==> src/rtl/vip_frame_ctrl.sv <==
// Frame-level controller for the vip chain: shadowed config committed at start of frame,
// frame geometry measurement and frame counting. Optional watchdog: define VIP_CTRL_WDOG_EN.
module vip_frame_ctrl #(
    parameter logic [7:0]  DEF_THRESHOLD = 8'd128,
    parameter logic [1:0]  DEF_MODE      = 2'd2,
    parameter logic [23:0] WDOG_CYCLES   = 24'hFFFFFF
) (
    input  logic        clk,
    input  logic        rst_n,
    input  logic        cfg_wr,
    input  logic [1:0]  cfg_addr,
    input  logic [15:0] cfg_wdata,
    output logic        cfg_ack,
    input  logic        pre_frame_vsync,
    input  logic        pre_frame_hsync,
    input  logic        pre_frame_de,
    output logic [7:0]  act_threshold,
    output logic [1:0]  act_mode,
    output logic        proc_en,
    output logic        frame_start,
    output logic        frame_done,
    output logic [10:0] h_res,
    output logic [10:0] v_res,
    output logic [15:0] frame_cnt,
    output logic        cfg_pending,
    output logic        wdog_err
);
    localparam logic [10:0] CNT_MAX = 11'd2047;

    typedef enum logic [1:0] {IDLE, WAIT_SOF, ACTIVE, DONE} state_t;

    state_t      state;
    logic        vsync_q, vsync_d, de_q, de_d;
    logic        sof, eof, eol;
    logic        enable, single;
    logic [7:0]  thresh_sh;
    logic [1:0]  mode_sh;
    logic [10:0] pix_cnt, line_cnt;
    logic        commit, ctrl_wr, timeout;
    logic        unused_ok;

    // hsync is not needed: line ends are taken from the falling edge of de.
    assign unused_ok = ^{cfg_wdata[15:8], pre_frame_hsync};

    assign sof     = vsync_q & ~vsync_d;
    assign eof     = ~vsync_q & vsync_d;
    assign eol     = ~de_q & de_d;
    assign commit  = (state == WAIT_SOF) && enable && sof;
    assign ctrl_wr = cfg_wr && (cfg_addr == 2'd0);

    always_ff @(posedge clk or negedge rst_n) begin
        if (!rst_n) begin
            vsync_q <= 1'b0;
            vsync_d <= 1'b0;
            de_q    <= 1'b0;
            de_d    <= 1'b0;
        end else begin
            vsync_q <= pre_frame_vsync;
            vsync_d <= vsync_q;
            de_q    <= pre_frame_de;
            de_d    <= de_q;
        end
    end

`ifdef VIP_CTRL_WDOG_EN
    logic [23:0] wdog_cnt;
    logic        wdog_flag;

    assign timeout = (state == WAIT_SOF || state == ACTIVE) && !sof && !eof
                     && (wdog_cnt == WDOG_CYCLES);

    always_ff @(posedge clk or negedge rst_n) begin
        if (!rst_n) begin
            wdog_cnt <= '0;
        end else if (sof || eof || timeout || !(state == WAIT_SOF || state == ACTIVE)) begin
            wdog_cnt <= '0;
        end else begin
            wdog_cnt <= wdog_cnt + 24'd1;
        end
    end

    // A timeout landing on the same cycle as a CTRL write still gets reported.
    always_ff @(posedge clk or negedge rst_n) begin
        if (!rst_n) begin
            wdog_flag <= 1'b0;
        end else if (timeout) begin
            wdog_flag <= 1'b1;
        end else if (ctrl_wr) begin
            wdog_flag <= 1'b0;
        end
    end

    assign wdog_err = wdog_flag;
`else
    logic unused_wdog;

    assign unused_wdog = ^WDOG_CYCLES;
    assign timeout     = 1'b0;
    assign wdog_err    = 1'b0;
`endif

    // A write racing a commit keeps cfg_pending set so it is taken at the next sof.
    always_ff @(posedge clk or negedge rst_n) begin
        if (!rst_n) begin
            thresh_sh   <= DEF_THRESHOLD;
            mode_sh     <= DEF_MODE;
            cfg_pending <= 1'b0;
            cfg_ack     <= 1'b0;
        end else begin
            cfg_ack <= cfg_wr;
            if (cfg_wr && cfg_addr == 2'd1) begin
                thresh_sh   <= cfg_wdata[7:0];
                cfg_pending <= 1'b1;
            end else if (cfg_wr && cfg_addr == 2'd2) begin
                mode_sh     <= cfg_wdata[1:0];
                cfg_pending <= 1'b1;
            end else if (commit) begin
                cfg_pending <= 1'b0;
            end
        end
    end

    always_ff @(posedge clk or negedge rst_n) begin
        if (!rst_n) begin
            pix_cnt  <= '0;
            line_cnt <= '0;
            h_res    <= '0;
        end else if (commit) begin
            pix_cnt  <= '0;
            line_cnt <= '0;
        end else if (eol) begin
            h_res   <= pix_cnt;
            pix_cnt <= '0;
            if (line_cnt != CNT_MAX) begin
                line_cnt <= line_cnt + 11'd1;
            end
        end else if (de_q && pix_cnt != CNT_MAX) begin
            pix_cnt <= pix_cnt + 11'd1;
        end
    end

    // Leaving a single-shot frame also drops enable so the block stays parked in IDLE.
    always_ff @(posedge clk or negedge rst_n) begin
        if (!rst_n) begin
            state         <= IDLE;
            enable        <= 1'b0;
            single        <= 1'b0;
            act_threshold <= DEF_THRESHOLD;
            act_mode      <= DEF_MODE;
            proc_en       <= 1'b0;
            frame_start   <= 1'b0;
            frame_done    <= 1'b0;
            v_res         <= '0;
            frame_cnt     <= '0;
        end else begin
            frame_start <= 1'b0;
            frame_done  <= 1'b0;
            case (state)
                IDLE: begin
                    if (enable) begin
                        state <= WAIT_SOF;
                    end
                end
                WAIT_SOF: begin
                    if (!enable) begin
                        state <= IDLE;
                    end else if (commit) begin
                        state         <= ACTIVE;
                        act_threshold <= thresh_sh;
                        act_mode      <= mode_sh;
                        frame_start   <= 1'b1;
                        proc_en       <= 1'b1;
                    end
                end
                ACTIVE: begin
                    if (timeout) begin
                        state   <= WAIT_SOF;
                        proc_en <= 1'b0;
                    end else if (eof) begin
                        state      <= DONE;
                        frame_done <= 1'b1;
                        v_res      <= line_cnt;
                        frame_cnt  <= frame_cnt + 16'd1;
                        proc_en    <= 1'b0;
                    end
                end
                DONE: begin
                    if (!enable || single) begin
                        state  <= IDLE;
                        enable <= enable & ~single;
                        single <= 1'b0;
                    end else begin
                        state <= WAIT_SOF;
                    end
                end
                default: state <= IDLE;
            endcase
            if (ctrl_wr) begin
                enable <= cfg_wdata[0];
                single <= cfg_wdata[1];
            end
        end
    end

endmodule

==> config.mk <==
export PLATFORM = sky130hd
export DESIGN_NAME = vip_frame_ctrl
export DESIGN_NICKNAME = d
export VERILOG_FILES = /design/src/rtl/vip_frame_ctrl.sv
export SDC_FILE = /design/constraint.sdc
export NUM_CORES = 1
export LEC_CHECK = 0
export ABC_AREA = 1
export BUFFER_PORTS_ARGS = -buffer_cell sky130_fd_sc_hd__buf_4
export CELL_PAD_IN_SITES_DETAIL_PLACEMENT = 0
export CELL_PAD_IN_SITES_GLOBAL_PLACEMENT = 1
export CORE_MARGIN = 4
export CORE_UTILIZATION = 41
export DETAILED_ROUTE_END_ITERATION = 8
export PLACE_DENSITY = 0.79
export SLEW_MARGIN = 20
export SYNTH_ARGS = -nofsm -noshare
export SYNTH_HDL_FRONTEND = slang
export SYNTH_SLANG_ARGS = --single-unit
==> constraint.sdc <==
create_clock -name clk -period 1.5 [get_ports clk]
set_input_delay 0 -clock clk [delete_from_list [all_inputs] [get_ports clk]]
set_output_delay 0 -clock clk [all_outputs]
set_load 0.03 [all_outputs]
==> run_results.csv, run 1 <==
group,metric,value,unit
cells_and_area,final_area,5590,um2
die,initial_utilization,42.2,%
placement,io_buffer_count,67,
grt,grt_max_degree,38,
worst_setup_path,timing.reg2reg.setup_slack,0.11,ns
power_and_ir_drop,power_per_cell_area,1290,nW/um2
synth,synthCells,523,
synth,yosys_register_bits,93,
power_and_ir_drop,power_leakage,2.70,nW
synth,synth_most_common_cell,"nand2_1",
grt,grt_first_pass_wirelength,17000,um
cells_and_area,ff_latch_area,2330,um2
clock_network,cts_root_buf,"clkbuf_8",
worst_setup_path,critical-path-max-stage-delay,0.57,ns
grt,grt_antenna_before_repair,0,
route,post_route_ant_nets,0,
sta,setup-violations-final,0,
synth,synthArstFlopShare,100,%
cells_and_area,fin_nets,655,
synth,netlist.area_leader.share,51.2,%
clock_network,clock_path_buffers,2,
worst_setup_path,r2r_cells,7,
sta,fin_tns_setup,0,ns
clock_network,cts.htree.levels,3,
worst_setup_path,crit_path_cell_trace,"dlygate4sd3_1 > buf_4 > inv_1 > nor3_4 > nand2_1 > dlygate4sd3_1 > nand2_1",
synth,synth_fp_nets,550,
run_status,run_status,"completed",
die,placementRows,37,
worst_setup_path,startpoint_type,"input pin",
synth,yosysTopAreaCell,"dfrtp_1",
cells_and_area,n_antenna_cell,0,
die,die_area,12300,um2
cells_and_area,post_route_cells_drive_above_1_share,21.6,%
cells_and_area,fillers,967,
cells_and_area,multi_input_comb_area,1770,um2
min_path,min_path_type,"input pin to flip-flop",
synth,synth_top_cells_by_area,"dfrtp_1, nand2_1, nand3_1, inv_1, o21ai_0",
worst_setup_path,worstPathArrival,1.71,ns
synth,synth_edf_count,0,
grt,grt-ovfl-total,0,
clock_network,clk_transition_reported_paths,0.09,ns
clock_network,cts-buffers-inserted,9,
synth,post_synth_most_frequent_cells,"nand2_1, dfrtp_1, inv_1",
sta,finalHoldViolations,0,
clock_network,clk-insertion-delay-late,0.36,ns
synth,yosys.cell_types.count,33,
cells_and_area,growth_of_design_area_from_synthesis_to_finish,28.5,%
grt,grt.total_usage,16.6,%
sta,max_clock_freq,0.715,GHz
synth,syn_avg_cell_area,8.32,um2
power_and_ir_drop,ir_worst_vdd,0.894,mV
sta,timing.max_slew.rel_slack,65.5,%
worst_setup_path,timing.critical_path.to_type,"flip-flop",
clock_network,clock-sinks,93,
route,detailroute.via_count,3615,
route,drt-initial-drc-count,162,
placement,placed_cells_incl_taps,732,
route,vias_per_cell,4.70,
run,timing.max_cap.violations,0,
synth,synthesis.yosys.warnings,0,
sta,max_slew.worst_pin.slew,0.517,ns
die,die_w,111,um
synth,yosysSeqAreaShare,53.6,%
placement,finalWeightedCongestion,0.795,
sta,fin_worst_skew,0.0188,ns
grt,grt_pass1_vias,3613,
die,top_level_ports,78,
sta,finalWorstPathRequiredPeriod,1.40,ns
worst_setup_path,cell_with_the_largest_stage_delay_on_the_worst_path,"dlygate4sd3_1",
min_path,min_path_cells,4,
clock_network,cts_tree,"built",
synth,dominantRegCellSynth,"dfrtp_1",
worst_setup_path,path_class,"input pin to flip-flop",
die,die_y,111,um
route,wirelength,9620,um
placement,hpwl,6940,um
route,wl_per_cell,12.5,um
route,post-route-drc-count,0,
worst_setup_path,worstPathRequired,1.81,ns
route,dr.pass1.iters,4,
cells_and_area,final-instance-count-excl-fill,769,
synth,syn-cell-area,4350,um2
placement,placed_area,5110,um2
worst_setup_path,crit_path_max_fanout,7,
sta,post-route-period-util,93.3,%
cells_and_area,utilization,54.2,%
die,core_footprint,10300,um2
sta,rsz0062_at_grt,"no",
sta,report.final.slew_viol_count,0,
[per-layer routing]
| metal | vias up | track usage [%] | wire [um] |
|---|---|---|---|
| met3 | 13 | 3.82 | 443 |
| met5 | - | 0 | 0 |
| li1 | 1870 | - | - |
| met4 | 0 | 5.60 | 142 |
| met1 | 1657 | 21.7 | 4500 |
| met2 | 75 | 27.2 | 4540 |
[cell usage in the layout, fill, tap and decap left out, types with 3 or more instances in the layout]
cell | netlist | routed
clkbuf_8 | 0 | 10
buf_4 | 2 | 86
nor2_2 | 5 | 6
nand2_1 | 194 | 194
xor2_1 | 11 | 11
dfrtp_1 | 89 | 88
o21ai_1 | 10 | 10
dfstp_2 | 4 | 4
nand4_1 | 8 | 8
nand3_1 | 40 | 40
inv_1 | 46 | 46
nor3_1 | 4 | 3
o21ai_0 | 34 | 34
nor2_4 | 4 | 5
buf_12 | 0 | 3
nor2_1 | 33 | 31
dlygate4sd3_1 | 0 | 19
[sequential cells by signal (all words and copies together) (netlist names), 2 cells and up, named ones only]
signal and count:
thresh_sh 8, line_cnt 11, v_res 11, mode_sh 2
pix_cnt 11, h_res 11, frame_cnt 16, act_threshold 8
act_mode 2
[worst paths after layout]
check,from,to
setup reg to reg,frame_cnt[1],frame_cnt[8]
hold / removal,cfg_addr[1],enable
min in group asynchronous,rst_n,frame_cnt[5]
setup / recovery,cfg_addr[0],thresh_sh[5]
max in group asynchronous,rst_n,frame_cnt[3]
hold reg to reg,vsync_q,vsync_d
[critical path, delay by kind of cell]
family                 cells  cell delay, ns
and+or+nand+nor            3            0.43
buffers and inverters      4            1.27
[kinds of logic after synthesis]
| logic type | Yosys count | synth area share, % |
|---|---|---|
| xor+xnor | 13 | 2.62 |
| compound gates | 53 | 6.50 |
| buf+inv | 63 | 6.38 |
| fa+ha+maj | 3 | 0.862 |
| simple gates | 297 | 30.0 |
| flops | 93 | 53.6 |
| other cells | 1 | 0.0861 |
[timing repair]
action	CTS	global route
setup endpoints to repair	0	18
resized for setup	0	10
endpoints found under the hold margin	83	0
hold buffers	19	0
buffers inserted	0	2
[through the flow]
step	setup WS (ns)	power, mW	hold slack, ns
5_1_grt	0.00258	7.64	0.0433
3_3_place_gp	0.135	5.25	0.000150
4_1_cts	0.0820	7.25	0.00995
3_5_place_dp	0.103	5.29	0.00427
6_report	0.100	7.19	0.0296
2_1_floorplan	0.00681	4.46	-0.296
[report_power, final]
part           total, mW  switching (mW)  internal (mW)  leakage (nW)
Clock               1.90           0.902          0.997         0.117
Sequential          3.28           0.321           2.95          1.23
Combinational       2.01            1.22          0.792          1.36
[layout make-up]
type                       count  share of cell area [%]
multi-input combinational    367                    31.7
inverter                      48                    3.22
clock inverter                 6                    1.63
timing repair buffer         109                    16.2
clock buffer                  10                    2.46
tap                          136                    3.04
sequential                    93                    41.7
Note: power is estimated with default switching activity, not from simulation.
==> run 2: changes to the inputs <==
--- a/config.mk
+++ b/config.mk
@@ -6,12 +6,12 @@
 export NUM_CORES = 1
 export LEC_CHECK = 0
 export ABC_AREA = 1
-export BUFFER_PORTS_ARGS = -buffer_cell sky130_fd_sc_hd__buf_4
 export CELL_PAD_IN_SITES_DETAIL_PLACEMENT = 0
 export CELL_PAD_IN_SITES_GLOBAL_PLACEMENT = 1
 export CORE_MARGIN = 4
-export CORE_UTILIZATION = 41
+export CORE_UTILIZATION = 47
 export DETAILED_ROUTE_END_ITERATION = 8
+export DONT_BUFFER_PORTS = 1
 export PLACE_DENSITY = 0.79
 export SLEW_MARGIN = 20
 export SYNTH_ARGS = -nofsm -noshare
==> run 2 against run 1 <==
Net effect: the flow now finishes with violations (negative hold slack); combinational power shrank 47%; critical endpoint is now pix_cnt[7]; register-to-register slack lost 0.04 ns; critical path depth is the same; largest cell class unchanged; via count shrank 5.2%; worst setup slack lost 0.034 ns; sequential cell count is the same; maximum frequency shrank 2.4%.
==> run_results.csv, run 2 (synthesis results as in run 1) <==
group,metric,value,unit
route,post_route_ant_nets,0,
clock_network,hold_buffers,20,
placement,io_buffer_count,0,
sta,fin_worst_skew,0.00882,ns
worst_setup_path,startpoint_type,"flip-flop",
worst_setup_path,buffers_and_inverters_on_the_worst_path,1,
route,vias_per_cell,4.99,
sta,setup-violations-final,0,
sta,finalHoldViolations,93,
worst_setup_path,timing.critical_path.to_type,"flip-flop",
worst_setup_path,path_depth,7,
route,wirelength,9330,um
sta,timing.hold.ws,-0.680,ns
worst_setup_path,worst_path_most_repeated_cell,"nand3_4",
run_status,run_status,"finished with violations",
clock_network,cts_tree,"built",
die,die_area,10900,um2
grt,grt_pass1_vias,3262,
die,die_y,104,um
placement,placed_cells_incl_taps,647,
sta,post-route-period-util,95.6,%
worst_setup_path,cp-startpoint,"pix_cnt[1]",
worst_setup_path,timing.critical_path.max_delay_family,"simple AND/OR/NAND/NOR gates",
placement,finalWeightedCongestion,0.854,
clock_network,clk_transition_reported_paths,0.10,ns
cells_and_area,max_flop_register,"frame_cnt",
sta,max_clock_freq,0.697,GHz
die,core_footprint,8850,um2
placement,hpwl,6420,um
worst_setup_path,crit_path_cell_trace,"ha_4 > nand3_4 > nor2_4 > nand3_4 > nand3_4 > buf_12 > o21ai_1",
worst_setup_path,cell_with_the_largest_stage_delay_on_the_worst_path,"dfrtp_1",
clock_network,clock-sinks,93,
clock_network,cts.htree.levels,3,
die,top_level_ports,78,
cells_and_area,flip_flop_count_of_the_largest_register_all_copies_and_words_added,16,
cells_and_area,final-instance-count-excl-fill,687,
worst_setup_path,critical_path.endpoint,"pix_cnt[7]",
route,wl_per_cell,13.6,um
die,die_w,104,um
sta,rsz0062_at_grt,"yes",
die,initial_utilization,49.2,%
power_and_ir_drop,power_leakage,2.42,nW
worst_setup_path,critical-path-max-stage-delay,0.44,ns
cells_and_area,growth_of_design_area_from_synthesis_to_finish,18.2,%
die,placementRows,34,
grt,grt.total_usage,18.0,%
route,drt-initial-drc-count,147,
worst_setup_path,worstPathArrival,1.68,ns
sta,report.final.slew_viol_count,0,
grt,grt_first_pass_wirelength,16000,um
sta,finalWorstPathRequiredPeriod,1.43,ns
worst_setup_path,crit_path_max_fanout,5,
grt,grt-ovfl-total,0,
clock_network,cts-buffers-inserted,9,
worst_setup_path,r2r_cells,7,
cells_and_area,post_route_cells_drive_above_1_share,13.5,%
grt,grt_antenna_before_repair,0,
worst_setup_path,path_class,"flip-flop to flip-flop",
run_status,failed_checks,"negative hold slack",
power_and_ir_drop,power_per_cell_area,1320,nW/um2
worst_setup_path,worstReg2RegStart,"pix_cnt[1]",
run,timing.max_cap.violations,0,
worst_setup_path,timing.reg2reg.setup_slack,0.07,ns
grt,grt_max_degree,94,
clock_network,clock_path_buffers,2,
cells_and_area,n_antenna_cell,0,
worst_setup_path,regToRegEndpoint,"pix_cnt[7]",
cells_and_area,fin_nets,601,
cells_and_area,layout.cells.most_common,"nand2_1",
min_path,min_path_type,"input pin to asynchronous set/reset pin",
route,dr.pass1.iters,4,
clock_network,clk-insertion-delay-late,0.36,ns
route,detailroute.via_count,3427,
cells_and_area,most_frequent_cells_in_the_layout,"nand2_1, dfrtp_1, inv_1",
route,post-route-drc-count,0,
worst_setup_path,worstPathRequired,1.75,ns
power_and_ir_drop,ir_worst_vdd,1.01,mV
clock_network,cts_root_buf,"clkbuf_8",
run 2: cell type report:
type                    count  area, um2
repair buffers             55        488
inverters                  48        180
flip-flops and latches     93       2330
well taps                 108        135
clock buffers               9        124
clock inverters             7        105
fillers                   819       3700
multi-input cells         367       1780
run 2: worst min-delay path by stage:
stage | startpoint | end | slack [ns] | cells after the start
6_report | rst_n | frame_cnt[12] | -0.68 | 0
5_1_grt | rst_n | frame_cnt[12] | -0.71 | 0
4_1_cts | rst_n | act_threshold[6] | -0.70 | 0
3_5_place_dp | rst_n | frame_cnt[12] | -0.29 | 0
3_3_place_gp | rst_n | frame_cnt[12] | -0.29 | 0
2_1_floorplan | rst_n | asynchronous set/reset pin | -0.30 | 0
run 2: repair_timing:
item	in CTS	in global routing
endpoints found under the hold margin	109	93
endpoints found under the setup margin	0	14
resized for setup	0	6
setup buffers	0	4
run 2: power by group:
part | internal (mW) | switching, mW
combinational | 0.468 | 0.596
clock | 0.965 | 0.941
sequential | 2.95 | 0.860
total | 4.38 | 2.40
run 2: per-stage QoR:
stage	setup TNS (ns)	utilization [%]	total power, mW	cell area [um2]	setup WS, ns
detailed placement	0	52.4	4.81	4640	0.0727
CTS	0	57.2	6.78	5060	0.0545
finish	0	58.2	6.78	5150	0.0663
global placement	0	52.4	4.78	4640	0.129
floorplan	0	-	4.46	4350	0.00681
global route	-0.0837	58.2	7.17	5150	-0.0201
run 2: per-layer routing:
| metal | global-route usage (%) | wire (um) |
|---|---|---|
| met3 | 3.85 | 380 |
| met4 | 5.70 | 116 |
| met2 | 28.4 | 4350 |
| met5 | 0 | 0 |
| met1 | 24.8 | 4480 |
